--- src/rtl/ncl_pkg.sv ---
// rtl/ncl_pkg.sv - dual-rail (NCL) rail codes, codec helpers and bridge FSM states
//
// Purpose: shared definitions for the NCL adder bridge.
//   - Rail codes for one dual-rail digit.
//   - Binary <-> dual-rail conversion functions.
//   - Completion and illegal-code detection functions.
//   - The bridge FSM state type.
//   Helpers work on a fixed maximum width (NCL_MAXB digits). Callers zero-extend
//   their buses into that width, and pass the number of live digits where it matters.
// Ports: none (package).
package ncl_pkg;

   localparam logic [1:0] NCL_NULL = 2'b00;
   localparam logic [1:0] NCL_D0   = 2'b01;
   localparam logic [1:0] NCL_D1   = 2'b10;
   localparam logic [1:0] NCL_ILL  = 2'b11;

   localparam int NCL_MAXB = 16;
   localparam int NCL_DRW  = 2 * NCL_MAXB;

   typedef enum logic [1:0] {
      ST_IDLE = 2'd0,
      ST_DATA = 2'd1,
      ST_NULL = 2'd2,
      ST_FAIL = 2'd3
   } ncl_state_t;

   function automatic logic [NCL_DRW-1:0] dr_encode(input logic [NCL_MAXB-1:0] bin);
      logic [NCL_DRW-1:0] dr;
      dr = '0;
      for (int i = 0; i < NCL_MAXB; i++) begin
         dr[2*i +: 2] = bin[i] ? NCL_D1 : NCL_D0;
      end
      return dr;
   endfunction

   function automatic logic [NCL_MAXB-1:0] dr_decode(input logic [NCL_DRW-1:0] dr);
      logic [NCL_MAXB-1:0] bin;
      bin = '0;
      for (int i = 0; i < NCL_MAXB; i++) begin
         bin[i] = (dr[2*i +: 2] == NCL_D1);
      end
      return bin;
   endfunction

   function automatic logic is_complete_data(input logic [NCL_DRW-1:0] dr, input int n);
      logic ok;
      ok = 1'b1;
      for (int i = 0; i < NCL_MAXB; i++) begin
         if (i < n && (dr[2*i +: 2] == NCL_NULL || dr[2*i +: 2] == NCL_ILL)) ok = 1'b0;
      end
      return ok;
   endfunction

   function automatic logic is_complete_null(input logic [NCL_DRW-1:0] dr, input int n);
      logic ok;
      ok = 1'b1;
      for (int i = 0; i < NCL_MAXB; i++) begin
         if (i < n && dr[2*i +: 2] != NCL_NULL) ok = 1'b0;
      end
      return ok;
   endfunction

   function automatic logic has_illegal(input logic [NCL_DRW-1:0] dr, input int n);
      logic bad;
      bad = 1'b0;
      for (int i = 0; i < NCL_MAXB; i++) begin
         if (i < n && dr[2*i +: 2] == NCL_ILL) bad = 1'b1;
      end
      return bad;
   endfunction

endpackage

--- src/rtl/ncl_sync2.sv ---
// rtl/ncl_sync2.sv - two-flop synchronizer for asynchronous dual-rail inputs
//
// Purpose: brings the asynchronous adder outputs into the clk domain.
// Ports:
//   clk    in  1  rising-edge clock
//   rst_n  in  1  synchronous active-low reset, clears both stages to 0
//   d      in  W  asynchronous input bus
//   q      out W  synchronized bus (second stage)
module ncl_sync2 #(
   parameter int W = 10
) (
   input  logic         clk,
   input  logic         rst_n,
   input  logic [W-1:0] d,
   output logic [W-1:0] q
);

   logic [W-1:0] meta;

   always_ff @(posedge clk) begin
      if (!rst_n) begin
         meta <= '0;
         q    <= '0;
      end else begin
         meta <= d;
         q    <= meta;
      end
   end

endmodule

--- src/rtl/ncl_adder_sync_bridge.sv ---
// rtl/ncl_adder_sync_bridge.sv - clocked four-phase front/back end for a dual-rail NCL adder
//
// Purpose: accepts binary operands over valid/ready, drives them as one DATA
//   wavefront, captures sum/overflow once the synchronized result is complete and
//   stable, then drives NULL and waits for the adder to return to NULL.
// Ports:
//   clk, rst_n              clock, synchronous active-low reset
//   in_valid/in_ready       operand handshake; in_a, in_b (two's complement), in_cin
//   out_valid/out_ready     result handshake; out_sum, out_ovf, out_err
//   dr_a, dr_b, dr_cin      dual-rail operands to the adder
//   dr_s, dr_ovf            dual-rail result from the adder (asynchronous)
//   busy                    high whenever the FSM is not idle
module ncl_adder_sync_bridge #(
   parameter int NBITS   = 4,
   parameter int TIMEOUT = 255
) (
   input  logic               clk,
   input  logic               rst_n,
   input  logic               in_valid,
   output logic               in_ready,
   input  logic [NBITS-1:0]   in_a,
   input  logic [NBITS-1:0]   in_b,
   input  logic               in_cin,
   output logic               out_valid,
   input  logic               out_ready,
   output logic [NBITS-1:0]   out_sum,
   output logic               out_ovf,
   output logic               out_err,
   output logic [2*NBITS-1:0] dr_a,
   output logic [2*NBITS-1:0] dr_b,
   output logic [1:0]         dr_cin,
   input  logic [2*NBITS-1:0] dr_s,
   input  logic [1:0]         dr_ovf,
   output logic               busy
);
   import ncl_pkg::*;

   // Result bundle: overflow is treated as one extra digit above the sum digits.
   localparam int SW = 2*NBITS + 2;
   localparam int ND = NBITS + 1;

   ncl_state_t       state, state_nxt;
   logic [SW-1:0]    sync_q;
   logic [SW-1:0]    prev_q;
   logic [NBITS-1:0] a_q, b_q;
   logic             cin_q;
   logic [7:0]       wait_cnt;
   logic [NBITS:0]   dec;
   logic             cmp_d, cmp_n, ill, stable, tmo, accept;
   logic             capture_ok, capture_err;

   ncl_sync2 #(.W(SW)) u_sync (
      .clk   (clk),
      .rst_n (rst_n),
      .d     ({dr_ovf, dr_s}),
      .q     (sync_q)
   );

   always_comb begin
      // stable means the synchronized code held its value across the last edge;
      // combined with completion this fires on the second consecutive edge that
      // sees the same complete code.
      stable   = (sync_q == prev_q);
      cmp_d    = is_complete_data(NCL_DRW'(sync_q), ND);
      cmp_n    = is_complete_null(NCL_DRW'(sync_q), ND);
      ill      = has_illegal(NCL_DRW'(sync_q), ND);
      dec      = (NBITS+1)'(dr_decode(NCL_DRW'(sync_q)));
      // Counter starts at 0 on state entry, so TIMEOUT-1 marks the last allowed cycle.
      tmo      = (wait_cnt == 8'(TIMEOUT - 1));
      in_ready = rst_n && (state == ST_IDLE) && !out_valid;
      accept   = in_valid && in_ready;
      busy     = (state != ST_IDLE);
   end

   always_comb begin
      dr_a   = '0;
      dr_b   = '0;
      dr_cin = NCL_NULL;
      if (state == ST_DATA) begin
         dr_a   = (2*NBITS)'(dr_encode(NCL_MAXB'(a_q)));
         dr_b   = (2*NBITS)'(dr_encode(NCL_MAXB'(b_q)));
         dr_cin = cin_q ? NCL_D1 : NCL_D0;
      end
   end

   always_comb begin
      state_nxt   = state;
      capture_ok  = 1'b0;
      capture_err = 1'b0;
      case (state)
         ST_IDLE: begin
            if (accept) state_nxt = ST_DATA;
         end
         ST_DATA: begin
            if (ill) begin
               capture_err = 1'b1;
               state_nxt   = ST_NULL;
            end else if (cmp_d && stable) begin
               capture_ok  = 1'b1;
               state_nxt   = ST_NULL;
            end else if (tmo) begin
               capture_err = 1'b1;
               state_nxt   = ST_NULL;
            end
         end
         ST_NULL: begin
            if (cmp_n && stable) state_nxt = ST_IDLE;
            else if (tmo)        state_nxt = ST_FAIL;
         end
         ST_FAIL: state_nxt = ST_FAIL;
         default: state_nxt = ST_IDLE;
      endcase
   end

   always_ff @(posedge clk) begin
      if (!rst_n) begin
         state     <= ST_IDLE;
         prev_q    <= '0;
         a_q       <= '0;
         b_q       <= '0;
         cin_q     <= 1'b0;
         wait_cnt  <= '0;
         out_valid <= 1'b0;
         out_sum   <= '0;
         out_ovf   <= 1'b0;
         out_err   <= 1'b0;
      end else begin
         state  <= state_nxt;
         prev_q <= sync_q;

         if (state_nxt != state)
            wait_cnt <= '0;
         else if (state == ST_DATA || state == ST_NULL)
            wait_cnt <= wait_cnt + 8'd1;

         if (accept) begin
            a_q   <= in_a;
            b_q   <= in_b;
            cin_q <= in_cin;
         end

         if (capture_ok) begin
            out_valid <= 1'b1;
            out_sum   <= dec[NBITS-1:0];
            out_ovf   <= dec[NBITS];
            out_err   <= 1'b0;
         end else if (capture_err) begin
            out_valid <= 1'b1;
            out_sum   <= '0;
            out_ovf   <= 1'b0;
            out_err   <= 1'b1;
         end else if (out_valid && out_ready) begin
            out_valid <= 1'b0;
         end
      end
   end

endmodule

--- config.mk ---
export PLATFORM = sky130hd
export DESIGN_NAME = ncl_adder_sync_bridge
export DESIGN_NICKNAME = d
export VERILOG_FILES = /design/src/rtl/ncl_pkg.sv /design/src/rtl/ncl_sync2.sv /design/src/rtl/ncl_adder_sync_bridge.sv
export SDC_FILE = /design/constraint.sdc
export NUM_CORES = 1
export LEC_CHECK = 0
export BUFFER_PORTS_ARGS = -buffer_cell sky130_fd_sc_hd__clkbuf_2
export CAP_MARGIN = 20
export CORE_MARGIN = 3
export CORE_UTILIZATION = 40
export CTS_BUF_LIST = sky130_fd_sc_hd__clkbuf_2
export DETAILED_ROUTE_END_ITERATION = 6
export SLEW_MARGIN = 40
export SYNTH_ARGS = -nofsm -noshare
export SYNTH_HDL_FRONTEND = slang
export SYNTH_SLANG_ARGS = --single-unit
--- constraint.sdc ---
create_clock -name clk -period 2.9 [get_ports clk]
set_clock_uncertainty 0.2 [all_clocks]
set_input_delay 0.58 -clock clk [delete_from_list [all_inputs] [get_ports clk]]
set_output_delay 0.58 -clock clk [all_outputs]
set_load 0.005 [all_outputs]
==> flow_metrics.tcl, run 1 <==
set metrics [dict create \
    status "complete, no violations" \
    worst_pin_slew_ns 0.4376 \
    grt_antenna_before_repair 0 \
    dr.pass1.iters 4 \
    slew_violations 0 \
    regArea_um2 1124 \
    core_um2 6166 \
    die-area_um2 7611 \
    htree_num_levels 2 \
    dieWidth_um 87.24 \
    synth_ff_type "dfxtp_1" \
    grt_pass1_wl_mm 8.128 \
    overflow 0 \
    async_flop_share_pct 0 \
    postCtsHoldBufs 0 \
    ios 50 \
    maxCapViolCount 0 \
    ys_ff_latch 56 \
    final_nets 380 \
    clk_pin_slew_worst_paths_ns 0.30 \
    drc 0 \
    worst_setup_path_start_kind "flop" \
    crit_fanout 8 \
    hold_violations 0 \
    synth.avg_cell_area_um2 9.362 \
    die_height_um 87.24 \
    synth_cell_types 42 \
    netlist_instances 282 \
    yosys_warnings 0 \
    rsz0062_at_grt "no" \
    num_antenna_cells 0 \
    crit_required_ns 3.06 \
    initial_core_util_pct 42.82 \
    multi_input_area_um2 1423 \
    drt_iter0_drc 77 \
    grt_start_max_net_pins 33 \
    place_area_um2 2975 \
    crit_slowest_cell "a221o_1" \
    synth.yosys.seq_area_share_pct 42.46 \
    drive_above_1_share_pct 22.92 \
    placementRows 28 \
    syn_nets 327 \
    cts.repair.resized 0 \
    fmax_ghz 0.3743 \
    num-fill-cells 625 \
    cts_buffers 5 \
    port_buffers 49 \
    setup_viol 0 \
    cts-root-buf "clkbuf_2" \
    slowest_delay_ns 0.49 \
    synth_area_um2 2640 \
    synth_edf_count 0 \
    cts_sinks 56 \
    r2r_slack_ns 0.23 \
    worst_hold_path_type "in2reg" \
    drt_wl_total_mm 4.804 \
    crit_type "reg2reg" \
    final_cell_area_um2 3037 \
    gp_congestion 0.9462 \
    tns_ns 0 \
    grt_pass1_vias 1777 \
    insertion_delay_ns 0.45 \
    fin_crit_sh_pct 92.13 \
    via_per_inst 4.791 \
    wl_per_cell_um 11.69 \
    cp-end-kind "flop" \
    clk_path_buf_depth 2 \
    ant_nets 0 \
    cts_tree "yes" \
    post_cts_buffers 0 \
    arrival_ns 2.83 \
    ir_drop_uv 269.9 \
    slew_headroom_pct 70.83 \
    power_density_nw_per_um2 647.3 \
    finalPower_w 0.001966 \
    vias 1969 \
    hpwlAfterDp_mm 3.652 \
    cp_cell_sequence "inv_1 -> ha_1 -> nor2_2 -> nand4_1 -> or4_4 -> a221o_1 -> o211ai_1 -> nor3_1" \
    period_needed_ns 2.672 \
    grtUsageTotal_pct 13.38 \
    area_delta_synth_final_pct 15.02 \
    p_leak_nw 1.357 \
]
## cell usage in the layout (no fill, tap or decap), types with 2 or more instances in the layout
| cell type | instances |
|---|---|
| nor2b_1 | 9 |
| clkbuf_2 | 54 |
| nand3_1 | 3 |
| or3_1 | 2 |
| xnor2_1 | 12 |
| a21oi_1 | 2 |
| buf_4 | 6 |
| nor3_1 | 9 |
| xor2_1 | 4 |
| nor2_1 | 7 |
| inv_1 | 14 |
| and2_1 | 40 |
| nand2_1 | 38 |
| ha_1 | 21 |
| inv_6 | 2 |
| a22o_1 | 5 |
| nand4_1 | 8 |
| a21boi_0 | 11 |
| dfxtp_1 | 54 |
| o211ai_1 | 3 |
| nand2_2 | 2 |
| o21ai_1 | 2 |
| dfxtp_2 | 2 |
| and3_1 | 3 |
## registers in the layout (all words and copies together) (netlist names)
signal	flops
u_sync.meta	10
out_ovf	1
state	2
u_sync.q	10
b_q	4
out_err	1
a_q	4
prev_q	10
wait_cnt	8
out_sum	4
out_valid	1
cin_q	1
## path summary, 6_finish.rpt
check | start | end | cells after the start
worst max-delay path | state[0]$_SDFF_PN0_ | wait_cnt[1]$_SDFFE_PP0P_ | 8
worst min-delay path | dr_s[0] | u_sync.meta[0]$_SDFF_PN0_ | 2
worst max register to register | state[0]$_SDFF_PN0_ | wait_cnt[1]$_SDFFE_PP0P_ | 8
worst min register to register | u_sync.meta[1]$_SDFF_PN0_ | u_sync.q[1]$_SDFF_PN0_ | 1
## cells by family after synthesis
logic type,share of synthesized area (%)
adders and majority gates,10.43
buffers and inverters,3.839
and+or+nand+nor,27.39
DFF,42.46
xor gates and xnor gates,5.924
AOI/OAI and AO/OA,9.953
## critical path: cells and delay by family, from the launching register on
kind | cells | cell delay (ns)
buf+inv | 1 | 0.13
flops | 1 | 0.44
fa+ha+maj | 1 | 0.32
compound gates | 2 | 0.63
simple gates | 4 | 0.87
## per-layer routing
layer	vias to the layer above	wire length (um)	global-route usage (%)
li1	1044	-	-
met1	860	2472	18.56
met2	57	1956	20.07
met3	8	294	3.406
met4	0	80	4.742
met5	-	0	0
## power breakdown
| group | switching (W) | internal, W | total (W) | leakage (nW) |
|---|---|---|---|---|
| clock | 0.000263 | 0.0000739 | 0.000337 | 0.0359 |
| sequential | 0.0000579 | 0.000834 | 0.000891 | 0.458 |
| combinational | 0.000415 | 0.000323 | 0.000738 | 0.862 |
| total | 0.000735 | 0.00123 | 0.00197 | 1.36 |
## synth_stat cells, drive strengths merged (4+ instances only)
cell type  instances  area (um2)
xor2               4       35.03
nor2               8       30.03
dfxtp             56        1121
a21boi            11       82.58
clkbuf             7       26.28
inv               14       52.55
xnor2             13       121.4
and2              41       257.8
ha                22       275.3
nor2b              9       56.30
nand2             40       155.1
nand4              8       50.05
a22o               5       43.79
nor3               9       45.04
## through the flow
stage / utilization (%) / worst slack [ns] / instances / hold slack [ns]
6_report: 49.25 / 0.2283 / 411 / 0.09641
5_1_grt: 49.25 / 0.04901 / 411 / 0.02886
4_1_cts: 49.13 / 0.05654 / 411 / 0.06370
3_5_place_dp: 48.25 / 0.08359 / 403 / 0.2169
3_3_place_gp: 48.25 / 0.2231 / 403 / 0.2148
2_1_floorplan: - / 0.4083 / 282 / 0.2119
## area by class of cell
type	count	area share (%)
timing repair buffer	55	9.559
clock buffer	5	0.8241
sequential	56	37.00
clock inverter	3	0.9477
multi-input combinational	203	46.85
inverter	14	1.731
tap	75	3.090
Power figures use the tool's default switching activity.
==> inputs of run 2 (changes only) <==
--- a/config.mk
+++ b/config.mk
@@ -5,6 +5,7 @@
 export SDC_FILE = /design/constraint.sdc
 export NUM_CORES = 1
 export LEC_CHECK = 0
+export ABC_AREA = 1
 export BUFFER_PORTS_ARGS = -buffer_cell sky130_fd_sc_hd__clkbuf_2
 export CAP_MARGIN = 20
 export CORE_MARGIN = 3
==> flow_metrics.tcl, run 2 <==
set metrics [dict create \
    netlist.area_leader.share_pct 42.57 \
    fin_crit_sh_pct 93.02 \
    crit_fanout 13 \
    hpwlAfterDp_mm 3.510 \
    clk_path_buf_depth 2 \
    wl_per_cell_um 9.639 \
    async_flop_share_pct 0 \
    ir_drop_uv 248.5 \
    area_delta_synth_final_pct 15.11 \
    cts.repair.resized 0 \
    num_antenna_cells 0 \
    power_density_nw_per_um2 594.3 \
    ys_ff_latch 56 \
    crit_required_ns 2.12 \
    dr.pass1.iters 4 \
    r2r_slack_ns 0.61 \
    die_height_um 87.15 \
    p_leak_nw 1.670 \
    cts-root-buf "clkbuf_2" \
    final_common_cell "nand2_1" \
    final_nets 446 \
    arrival_ns 1.92 \
    cts_tree "yes" \
    tns_ns 0 \
    crit_type "reg2out" \
    grt_start_max_net_pins 32 \
    hold_violations 0 \
    syn_nets 393 \
    status "complete, no violations" \
    num-fill-cells 628 \
    cts_buffers 5 \
    multi_input_area_um2 1226 \
    fin_util_pct 49.45 \
    drc 0 \
    setup_viol 0 \
    via_per_inst 4.314 \
    synth_edf_count 0 \
    overflow 0 \
    reg_top3 "prev_q (10), u_sync.meta (10), u_sync.q (10)" \
    final_cell_mix "106 x nand2_1, 63 x inv_1, 56 x dfxtp_1, 54 x clkbuf_2, 22 x ha_1" \
    initial_core_util_pct 42.96 \
    period_needed_ns 2.698 \
    fmax_ghz 0.3707 \
    rsz0062_at_grt "no" \
    synth_ff_type "dfxtp_1" \
    maxCapViolCount 0 \
    vias 2058 \
    postCtsHoldBufs 0 \
    clk_pin_slew_worst_paths_ns 0.31 \
    cp-end-kind "output port" \
    synth.yosys.seq_area_share_pct 42.57 \
    ant_nets 0 \
    die-area_um2 7594 \
    core_um2 6131 \
    ios 50 \
    synth_cell_types 27 \
    gp_congestion 0.7967 \
    final_cell_area_um2 3032 \
    drive_above_1_share_pct 21.14 \
    worst_hold_path_type "in2reg" \
    grt_pass1_vias 1887 \
    synth_area_um2 2634 \
    insertion_delay_ns 0.47 \
    synth_area_leaders "dfxtp_1 43%, nand2_1 15%, ha_1 10%" \
    drt_iter0_drc 67 \
    htree_num_levels 2 \
    placementRows 28 \
    worst_pin_slew_ns 0.4220 \
    synth.avg_cell_area_um2 7.568 \
    grt_pass1_wl_mm 8.100 \
    post_cts_buffers 0 \
    slew_violations 0 \
    drt_wl_total_mm 4.598 \
    cts_sinks 56 \
    yosys_warnings 0 \
    place_area_um2 2968 \
    grt_antenna_before_repair 0 \
    regArea_um2 1121 \
    slew_headroom_pct 71.65 \
    port_buffers 49 \
    synth_top_area_cell "dfxtp_1" \
    netlist_instances 348 \
    synthTopCellsByCount "106 x nand2_1, 63 x inv_1, 56 x dfxtp_1" \
    grtUsageTotal_pct 13.10 \
    worst_setup_path_start_kind "flop" \
    synth_most_common_cell "nand2_1" \
    dieWidth_um 87.15 \
]
run 2: cell families after synthesis:
kind of cell | after synthesis | synth area share (%)
xor+xnor | 11 | 3.658
fa+ha+maj | 22 | 10.45
simple gates | 162 | 28.31
compound gates | 21 | 4.133
flops | 56 | 42.57
buf+inv | 76 | 10.88
run 2: area by class of cell:
type,instances,area share [%]
multi-input combinational,216,40.45
sequential,56,36.98
timing repair buffer,53,9.162
inverter,69,8.543
tap,75,3.095
clock inverter,3,0.9492
clock buffer,5,0.8254
run 2: worst paths after layout:
path | start | to | cells past startpoint
setup / recovery | state[1]$_SDFF_PN0_ | dr_b[6] | 6
hold / removal | dr_s[2] | u_sync.meta[2]$_SDFF_PN0_ | 3
setup reg to reg | state[0]$_SDFF_PN0_ | wait_cnt[2]$_SDFFE_PP0P_ | 11
hold reg to reg | u_sync.meta[8]$_SDFF_PN0_ | u_sync.q[8]$_SDFF_PN0_ | 2
run 2: critical path: stages, from the launching register on:
cell      delay, ns
dfxtp_1        0.46
inv_1          0.13
ha_1           0.20
buf_4          0.18
inv_1          0.29
nor2_1         0.08
clkbuf_2       0.12
run 2: per-layer routing:
metal | wire length, um | up-vias | global-route usage [%]
li1 | - | 1142 | -
met1 | 2370 | 871 | 17.68
met2 | 1900 | 39 | 20.36
met3 | 255 | 6 | 3.122
met4 | 71 | 0 | 4.742
met5 | 0 | - | 0
run 2: through the flow:
stage | total power, W | hold slack [ns] | cells | setup WS, ns
5_1_grt | 0.001944 | 0.003342 | 477 | 0.04933
2_1_floorplan | 0.001298 | 0.1905 | 348 | 0.9980
4_1_cts | 0.001830 | 0.02529 | 476 | 0.1372
3_3_place_gp | 0.001467 | 0.1931 | 468 | 0.7603
6_report | 0.001802 | 0.05266 | 477 | 0.2023
3_5_place_dp | 0.001480 | 0.1961 | 468 | 0.6469
run 2: power breakdown:
part           internal (W)  switching, W
Sequential         0.000823     0.0000412
Combinational      0.000215      0.000379
Clock             0.0000740      0.000270
Total               0.00111      0.000690
==> inputs of run 3 (changes only) <==
--- a/config.mk
+++ b/config.mk
@@ -11,6 +11,7 @@
 export CORE_MARGIN = 3
 export CORE_UTILIZATION = 40
 export CTS_BUF_LIST = sky130_fd_sc_hd__clkbuf_2
+export CTS_CLUSTER_DIAMETER = 50
 export DETAILED_ROUTE_END_ITERATION = 6
 export SLEW_MARGIN = 40
 export SYNTH_ARGS = -nofsm -noshare
==> constraint.sdc (replaced) <==
create_clock -name clk -period 2.3 [get_ports clk]
set_clock_uncertainty 0.2 [all_clocks]
set_input_delay 0.46 -clock clk [delete_from_list [all_inputs] [get_ports clk]]
set_output_delay 0.46 -clock clk [all_outputs]
set_load 0.005 [all_outputs]
==> flow_metrics.tcl, run 3 (synthesis gave the netlist of run 2 again) <==
set metrics [dict create \
    status "complete, no violations" \
    fin_crit_sh_pct 96.14 \
    fmax_ghz 0.4522 \
    hold_violations 0 \
    arrival_ns 1.55 \
    htree_num_levels 2 \
    crit_required_ns 1.64 \
    setup_viol 0 \
    p_clk_share_pct 18.4 \
    slew_headroom_pct 74.43 \
    ir_drop_uv 337.8 \
    grt_start_max_net_pins 32 \
    crit_fanout 10 \
    area_delta_synth_final_pct 24.51 \
    worst_hold_path_type "in2reg" \
    cp-end-kind "output port" \
    grtUsageTotal_pct 13.43 \
    final_common_cell "nand2_1" \
    cp_cell_sequence "inv_4 -> ha_2 -> inv_1 -> buf_6 -> nor2_1 -> clkbuf_2" \
    grt_pass1_wl_mm 8.245 \
    maxCapViolCount 0 \
    drt_iter0_drc 59 \
    switching_share_pct 37.89 \
    place_area_um2 2990 \
    placementRows 28 \
    clk_path_buf_depth 2 \
    insertion_delay_ns 0.46 \
    via_per_inst 4.280 \
    internal-power_w 0.001468 \
    ant_nets 0 \
    cts_buffers 5 \
    drive_above_1_share_pct 23.29 \
    p_sw_w 0.0008954 \
    clk_pin_slew_worst_paths_ns 0.31 \
    pwr-share-seq_pct 46.4 \
    holdWs_ns 0.2167 \
    period_needed_ns 2.211 \
    finalPower_w 0.002363 \
    crit_slowest_cell "dfxtp_4" \
    wl_per_cell_um 9.702 \
    critPathTopFamily "flip-flops" \
    cts_tree "yes" \
    r2r_slack_ns 0.17 \
    slew_violations 0 \
    cts-root-buf "clkbuf_2" \
    final_cell_mix "106 x nand2_1, 61 x inv_1, 54 x clkbuf_2, 52 x dfxtp_1, 21 x ha_1" \
    power_frac_comb_pct 35.1 \
    ios 50 \
    die_height_um 87.15 \
    gp_congestion 0.8360 \
    worst_pin_slew_ns 0.3806 \
    worst_setup_path_start_kind "flop" \
    setup_slack_ns 0.08881 \
    hpwlAfterDp_mm 3.529 \
    port_buffers 49 \
    p_leak_nw 1.772 \
    grt_pass1_vias 1887 \
    dr.pass1.iters 4 \
    drt_wl_total_mm 4.851 \
    crit_type "reg2out" \
    final_nets 469 \
    initial_core_util_pct 42.96 \
    power_density_nw_per_um2 720.6 \
    dieWidth_um 87.15 \
    crit_buf_inv 4 \
    rsz0062_at_grt "yes" \
    final_cell_area_um2 3279 \
    vias 2140 \
    tns_ns 0 \
    cts_sinks 56 \
    die-area_um2 7594 \
    core_um2 6131 \
    reg_top3 "prev_q (10), u_sync.meta (10), u_sync.q (10)" \
    slowest_delay_ns 0.43 \
    overflow 0 \
    grt_antenna_before_repair 0 \
    num_antenna_cells 0 \
    pre_cts_ws_ns 0.2305 \
    drc 0 \
]
==> run 3: cell types whose count changed in the layout (fill, tap and decap cells not counted), moves of 2 or more <==
cell and change:
dlygate4sd3_1 +19, dfxtp_1 -4, dfxtp_2 +3, nor2_1 -3, nor2_2 +3, buf_4 +2, buf_6 +2, inv_1 -2
==> run 3: stage by stage <==
step           utilization [%]  std cells
2_1_floorplan                -        348
3_3_place_gp             48.78        471
3_5_place_dp             48.78        471
4_1_cts                  52.96        499
5_1_grt                  53.49        500
6_report                 53.49        500
==> run 3: repair_timing <==
action	4_1_cts	5_1_grt
hold buffers	20	0
setup buffers	0	1
endpoints found under the setup margin	19	21
resized for setup	3	11
endpoints found under the hold margin	20	0
==> run 3: final cells by class <==
class | count | area, um2
Tap cell | 75 | 93.84
Multi-Input combinational cell | 216 | 1236
Timing Repair Buffer | 76 | 505.5
Fill cell | 596 | 2851
Inverter | 69 | 261.5
Sequential cell | 56 | 1129
Clock buffer | 5 | 25.02
Clock inverter | 3 | 28.78
==> run 3: final timing paths <==
kind                                                 from                  endpoint  cells after the start
worst max-delay path                  state[1]$_SDFF_PN0_                   dr_b[0]                      6
worst max register to register   wait_cnt[0]$_SDFFE_PP0P_  wait_cnt[2]$_SDFFE_PP0P_                     10
worst min-delay path                                rst_n    u_sync.q[4]$_SDFF_PN0_                      4
worst min register to register  u_sync.meta[5]$_SDFF_PN0_    u_sync.q[5]$_SDFF_PN0_                      2
==> run 3: layer usage <==
layer	global-route usage [%]	up-vias	wire length (um)
met2	21.95	43	2087
li1	-	1192	-
met4	4.463	0	64
met3	3.027	5	237
met5	0	-	0
met1	17.48	900	2461
==> run 3: worst reg2reg max path: stages (launching register included) <==
cell and delay, ns:
dfxtp_1 0.43, inv_1 0.08, ha_1 0.19, and3_1 0.17, nand2_1 0.16, nand2_1 0.07
nor3_1 0.18, nand2_2 0.09, nand4_1 0.16, nand3_4 0.18, nor3_2 0.18
==> run 3: power groups by stage <==
stage          registers, W  logic (W)  clock network (W)
2_1_floorplan       0.00110   0.000541                  0
3_3_place_gp        0.00110   0.000765                  0
3_5_place_dp        0.00111   0.000776                  0
4_1_cts             0.00109   0.000806           0.000457
5_1_grt             0.00111   0.000938           0.000490
6_report            0.00110   0.000830           0.000436
